File: src/rtl/mul_sequencer.sv
// mul_sequencer: radix-2 shift-add multiply sequencer for the MIPS core.
// Runs MUL/MULT/MULTU over 32 iteration cycles, owns HI/LO, and freezes
// IF/ID while a multiply is in flight. The MUL low word goes back to ID.

module mul_sequencer (
  input  logic        clk,
  input  logic        rst,
  input  logic        start,
  input  logic [1:0]  mul_op,
  input  logic [31:0] op_x,
  input  logic [31:0] op_y,
  input  logic        hold,
  input  logic        mthi_we,
  input  logic        mtlo_we,
  input  logic [31:0] mt_data,
  output logic        stall,
  output logic        busy,
  output logic        result_valid,
  output logic [31:0] result,
  output logic [31:0] hi,
  output logic [31:0] lo
);

  typedef enum logic [1:0] {
    IDLE = 2'd0,
    BUSY = 2'd1,
    DONE = 2'd2
  } state_t;

  localparam logic [1:0] OP_MUL  = 2'b00;
  localparam logic [1:0] OP_MULT = 2'b01;

  state_t      state_q;
  logic [4:0]  count_q;
  logic [63:0] mcand_q;
  logic [31:0] mplier_q;
  logic [63:0] acc_q;
  logic        neg_q;
  logic        isMul_q;
  logic        busy_q;
  logic        valid_q;
  logic [31:0] result_q;
  logic [31:0] hi_q;
  logic [31:0] lo_q;

  logic        isMult;
  logic [31:0] absX;
  logic [31:0] absY;
  logic [63:0] addend;
  logic [63:0] acc_d;
  logic [63:0] product_d;

  // Operand conditioning: MULT works on magnitudes and fixes the sign at
  // the end; abs of 0x80000000 wraps to itself, which is the right unsigned
  // magnitude. MUL, MULTU and the reserved encoding use the raw operands.
  always_comb begin
    isMult = (mul_op == OP_MULT);
    absX   = op_x[31] ? (~op_x + 32'd1) : op_x;
    absY   = op_y[31] ? (~op_y + 32'd1) : op_y;
  end

  // One shift-add step; on the final step this sum is the full magnitude,
  // which is negated here when the MULT operands had opposite signs.
  always_comb begin
    addend    = mplier_q[0] ? mcand_q : 64'd0;
    acc_d     = acc_q + addend;
    product_d = neg_q ? (~acc_d + 64'd1) : acc_d;
  end

  // Sequencer state, datapath registers, HI/LO and registered status flags.
  always_ff @(posedge clk) begin
    if (rst) begin
      state_q  <= IDLE;
      count_q  <= 5'd0;
      mcand_q  <= 64'd0;
      mplier_q <= 32'd0;
      acc_q    <= 64'd0;
      neg_q    <= 1'b0;
      isMul_q  <= 1'b0;
      busy_q   <= 1'b0;
      valid_q  <= 1'b0;
      result_q <= 32'd0;
      hi_q     <= 32'd0;
      lo_q     <= 32'd0;
    end else begin
      case (state_q)
        IDLE: begin
          if (mthi_we) begin
            hi_q <= mt_data;
          end
          if (mtlo_we) begin
            lo_q <= mt_data;
          end
          if (start) begin
            mcand_q  <= {32'd0, (isMult ? absX : op_x)};
            mplier_q <= isMult ? absY : op_y;
            neg_q    <= isMult & (op_x[31] ^ op_y[31]);
            isMul_q  <= (mul_op == OP_MUL);
            acc_q    <= 64'd0;
            count_q  <= 5'd0;
            busy_q   <= 1'b1;
            state_q  <= BUSY;
          end
        end
        BUSY: begin
          acc_q    <= acc_d;
          mcand_q  <= {mcand_q[62:0], 1'b0};
          mplier_q <= {1'b0, mplier_q[31:1]};
          count_q  <= count_q + 5'd1;
          if (count_q == 5'd31) begin
            if (isMul_q) begin
              result_q <= product_d[31:0];
            end else begin
              hi_q <= product_d[63:32];
              lo_q <= product_d[31:0];
            end
            valid_q <= 1'b1;
            state_q <= DONE;
          end
        end
        DONE: begin
          if (!hold) begin
            valid_q <= 1'b0;
            busy_q  <= 1'b0;
            state_q <= IDLE;
          end
        end
        default: begin
          valid_q <= 1'b0;
          busy_q  <= 1'b0;
          state_q <= IDLE;
        end
      endcase
    end
  end

  // Freeze IF/ID from the cycle the multiply is first seen until the last
  // iteration; DONE releases the pipe so the MUL can leave ID.
  always_comb begin
    stall = ((state_q == IDLE) & start) | (state_q == BUSY);
  end

  assign busy         = busy_q;
  assign result_valid = valid_q;
  assign result       = result_q;
  assign hi           = hi_q;
  assign lo           = lo_q;

endmodule
File: config.mk
export PLATFORM = sky130hd
export DESIGN_NAME = mul_sequencer
export DESIGN_NICKNAME = d
export VERILOG_FILES = /design/src/rtl/mul_sequencer.sv
export SDC_FILE = /design/constraint.sdc
export NUM_CORES = 1
export LEC_CHECK = 0
export CAP_MARGIN = 10
export CORE_MARGIN = 5
export CORE_UTILIZATION = 44
export CTS_BUF_LIST = sky130_fd_sc_hd__clkbuf_4
export DETAILED_ROUTE_END_ITERATION = 12
export PLACE_DENSITY = 0.64
export SYNTH_ARGS = -nofsm -noshare
export SYNTH_HDL_FRONTEND = slang
export SYNTH_SLANG_ARGS = --single-unit
export TNS_END_PERCENT = 1
File: constraint.sdc
create_clock -name clk -period 9.1 [get_ports clk]
set_input_delay 1.82 -clock clk [delete_from_list [all_inputs] [get_ports clk]]
set_output_delay 1.82 -clock clk [all_outputs]
set_load 0.01 [all_outputs]
[Word-level counts from Yosys, hierarchy flattened]
Cells that the tools add are included.
Cells by class
  add/sub/neg operators: 5
  eq/ne operators: 10
  multiplexer cells: 31
  bitwise logic cells: 9
  reduce and logical (&&, ||, !) cells: 11
Operators by type and width (number)
  2-to-1 mux 32 bit: 11
  2-to-1 mux 64 bit: 4
  one-hot mux 64 bit (2 select lines): 2
  one-hot mux 32 bit (2 select lines): 3
  adder 32 x 1 -> 32 bit (second input constant): 2
  adder 64 x 1 -> 64 bit (second input constant): 1
  adder 64 bit: 1
  inverter 32 bit: 2
  inverter 64 bit: 1
  inequality test 2 bit (second input constant): 6
  AND reduction 3 bit: 4
  one-hot mux 5 bit (2 select lines): 1
  AND reduction 4 bit: 2
  2-to-1 mux 2 bit: 3
  one-hot mux 1 bit (3 select lines): 2
  one-hot mux 2 bit (3 select lines): 1
  adder 5 x 1 -> 5 bit (second input constant): 1
  equality test 5 bit (second input constant): 1
  2-to-1 mux 5 bit: 1
  equality test 2 x 1 -> 1 bit (second input constant): 2
  zero test 2 bit: 2
  AND reduction 2 bit: 2
  2-to-1 mux 1 bit: 3
  AND 1 bit: 2
  other kinds (5): 6
Word-level totals
  register bits: 267
  bits of input ports: 104
  output and inout bits: 99
  word-level logic and storage cells: 78

[Depth between registers and ports, before layout]
  depth after elaboration: 8
  depth in mapped cells: 21
  depth with buffers taken out: 16

[Worst setup path before layout]
No wires, ideal clock.
  kind: flip-flop to flip-flop
  start point: reg mplier_q[0]
  end point: reg hi_q[25], in the netlist hi[25]
  library setup time: 117 ps
  arrival: 4653 ps
  data required time: 8983 ps
  setup slack: 4330 ps
  stages on the path, launching flop included: 20
  path buffers: 3
  period minus slack after synthesis: 4770 ps
  path through: dfxtp_1 > clkbuf_1 > clkbuf_1 > and2_1 > ha_1 > inv_1 > fa_1 > and2b_1 > o211ai_4 > a211oi_2 > o211ai_2 > a211oi_1 > o21ai_0 > a2111oi_0 > or4b_4 > buf_6 > or2_4 > nor4b_1 > a31oi_1 > a32o_1
Between the ends
  cells in the longest elaborated chain, start to end: 8
Ends and longest elaborated chain
  start, declared: line 36  | logic [31:0] mplier_q;
  start signal, assigned: line 96  | mplier_q <= isMult ? absY : op_y;
  start signal, assigned: line 108  | mplier_q <= {1'b0, mplier_q[31:1]};
  2-to-1 mux 64 bit *: line 65  | addend = mplier_q[0] ? mcand_q : 64'd0;
  adder 64 bit *: line 66  | acc_d = acc_q + addend;
  inverter 64 bit: line 67  | product_d = neg_q ? (~acc_d + 64'd1) : acc_d;
  adder 64 x 1 -> 64 bit: line 67
  2-to-1 mux 64 bit *: line 67
  2-to-1 mux 32 bit *: line 111  | if (isMul_q) begin
  2-to-1 mux 32 bit *: line 110  | if (count_q == 5'd31) begin
  one-hot mux 32 bit (2 select lines) *: line 86  | case (state_q)
  end signal, assigned: line 89  | hi_q <= mt_data;
  end signal, assigned: line 114  | hi_q <= product_d[63:32];
  end, declared: line 43  | logic [31:0] hi_q;
Mark *: on every way between the ends. The rest lies on a longest branch, timed or not. The select of a mux whose other input is x is not followed.
A chain may end at the register's enable or synchronous reset.

[Final worst setup path]
  start point: reg mplier_q[0]
  end point: reg hi_q[20], in the netlist hi[20]
Same word-level chain as after synthesis.

==> impl_metrics.tcl <==
set metrics [dict create \
    cts_resized 0 \
    seq_area_frac_synth_pct 29.2 \
    cts_buffer_depth 3 \
    path_clk_slew_ns 0.06 \
    ys_async_sr_fraction_pct 0 \
    drv_slew 0 \
    drt_first_iter_violations 1604 \
    drtAntennaViolNets 0 \
    fin_util_pct 52.3 \
    end_kind "flip-flop" \
    routed_wirelength_um 65200 \
    cts_tree "yes" \
    grt_antenna_before_repair 1 \
    post-place-ws_ns 3.45 \
    vias 19100 \
    synthAdderAreaFrac_pct 4.76 \
    whs_ns 0.452 \
    grt_max_degree 108 \
    port_buffers 202 \
    finalPower_uw 2870 \
    run_status "completed" \
    synth-simple-area-share_pct 25.3 \
    initial_core_util_pct 44.6 \
    dp_hpwl_um 49600 \
    via_per_inst 6.01 \
    hold_viol 0 \
    synth-compound-area-share_pct 28.5 \
    grt_pass1_wl_um 99300 \
    netlist_top_cells_area "dfxtp_1 29%, a21oi_1 8.2%, nand2_1 6.2%" \
    gp_congestion 0.970 \
    fp.dieH_um 214 \
    holdBufCountCts 0 \
    synthDistinctLibCells 96 \
    areaGrowthSynthToFinish_pct 17.3 \
    p_switching_uw 848 \
    start_kind "flip-flop" \
    crit_arrival_ns 6.35 \
    fp.dieW_um 214 \
    clock-sinks 267 \
    grt_setup_unrepaired "false" \
    io_pins 203 \
    synth-edff-count 0 \
    pwr-share-comb_pct 17.1 \
    power.density_nw_per_um2 134 \
    drive_gt1_share_pct 7.32 \
    worst_pin_slew_ns 1.14 \
    overflow 0 \
    rows 74 \
    synthTopCellsByCount "302 x nand2_1, 300 x a21oi_1, 267 x dfxtp_1, 257 x nor2_1, 142 x clkbuf_1" \
    grt_pass1_vias 17600 \
    clock-root-buffer "clkbuf_4" \
    layout.nets 2761 \
    postCtsSetupRepairBufs 0 \
    p_sw_share_pct 29.6 \
    ys_warn_count 0 \
    avgSynthCellArea_um2 7.43 \
    timing.final.ws_setup_ns 3.38 \
    yosysTopAreaCell "dfxtp_1" \
    grt_use_total_pct 27.3 \
    worstSkewPairLatency_ns 0.76 \
    fin_skew_ns 0.0582 \
    synthMuxAreaShare_pct 0.944 \
    fin_crit_ns 5.72 \
    syn_area_um2 18300 \
    synth.most_common_cell "nand2_1" \
    hp-class "reg2reg" \
    finalCritPeriodShare_pct 62.9 \
    critPathKind "reg2reg" \
    clock_power_share_pct 39.4 \
    synth_top_area_share_pct 29.2 \
    cap_violations 0 \
    fmax_ghz 0.175 \
    slew_headroom_pct 23.7 \
    power_frac_seq_pct 43.5 \
    finalSetupViolations 0 \
    core_um2 41000 \
    firstDrtPassIters 5 \
    synth_top_family_by_area "compound AO/OA/AOI/OAI gates" \
    drc 0 \
    peakVddDrop_mv 0.0708 \
    ys.flop_type "dfxtp_1" \
    synthXorXnorAreaFrac_pct 6.71 \
    internal_power_uw 2020 \
    worstPathRequired_ns 9.73 \
    dieArea_um2 45700 \
    worstPathMaxFanout 65 \
    ys_seq_elements 267 \
    post_drt_wl_per_cell_um 20.6 \
    setup_tns_ns 0 \
    cts_made_buffers 74 \
    netlist_instances 2460 \
    synth_fp_nets 2633 \
    power_leakage_uw 0.00811 \
    h-tree-depth 3 \
]
## cell usage in the layout, fill, tap and decap left out, types with 34 or more instances in the layout
cell type and count:
dfxtp_1 267, clkdlybuf4s50_1 201, nor2_1 255, nand3_1 99
ha_1 68, a22oi_1 69, nor3_1 48, xor2_1 68
o31ai_1 34, o21ai_0 91, a21oi_1 300, xnor2_1 72
nand2_1 302, clkbuf_4 113, and2_1 82, a211oi_1 62
## registers in the layout, indices dropped and copies added (netlist names)
| signal | cells |
|---|---|
| acc_q | 64 |
| busy | 1 |
| count_q | 5 |
| hi | 32 |
| isMul_q | 1 |
| lo | 32 |
| mcand_q | 64 |
| mplier_q | 32 |
| neg_q | 1 |
| result | 32 |
| result_valid | 1 |
| state_q | 2 |
## layout make-up
class	count	area, µm²
sequential	267	5350
inverter	34	128
timing repair buffer	223	2180
fill	4090	19600
tap	532	666
multi-input combinational	1988	12200
clock inverter	13	111
clock buffer	113	848
antenna	1	2.50
## critical path: stages, from the launching register on
cell and delay [ns]:
dfxtp_1 0.30, buf_4 0.44, and2_1 0.21, ha_1 0.19, inv_1 0.07, fa_1 0.40
and2b_1 0.31, o211ai_4 0.14, a211oi_2 0.44, o211ai_2 0.16, a211oi_1 0.29, o21ai_0 0.14
a2111oi_0 0.67, or4b_1 0.79, or2_1 0.36, o31ai_1 0.25, xor2_1 0.12, o41ai_1 0.32
## power groups by stage
stage,registers (µW),clock network [µW],logic [µW]
floorplan,1270,0,289
global placement,1270,0,479
detailed placement,1270,0,487
CTS,1250,1160,488
global route,1250,1230,534
finish,1250,1130,491
## routing by layer
metal	track usage [%]	share of wire [%]
met3	5.30	7.9
met4	9.82	3.2
met2	41.3	42
met1	38.9	47
met5	0	0
## path summary, 6_finish.rpt
path                                  start           to  slack, ns  cells past startpoint
worst max register to register  mplier_q[0]       hi[20]       3.38                     17
worst max-delay path            mplier_q[0]       hi[20]       3.38                     17
worst min register to register  mcand_q[38]  mcand_q[39]       0.45                      2
worst min-delay path            mcand_q[38]  mcand_q[39]       0.45                      2
## stage by stage
stage	area, µm²	std cells
after global routing	21400	3171
after floorplan	18300	2460
after detailed placement	20500	3043
final	21400	3171
after CTS	21400	3169
after global placement	20500	3043
## kinds of logic after synthesis
group           Yosys count
flops                   267
compound gates          797
simple gates            965
mux                      17
xor+xnor                140
fa+ha+maj                69
buf+inv                 205
Power figures use the tool's default switching activity.
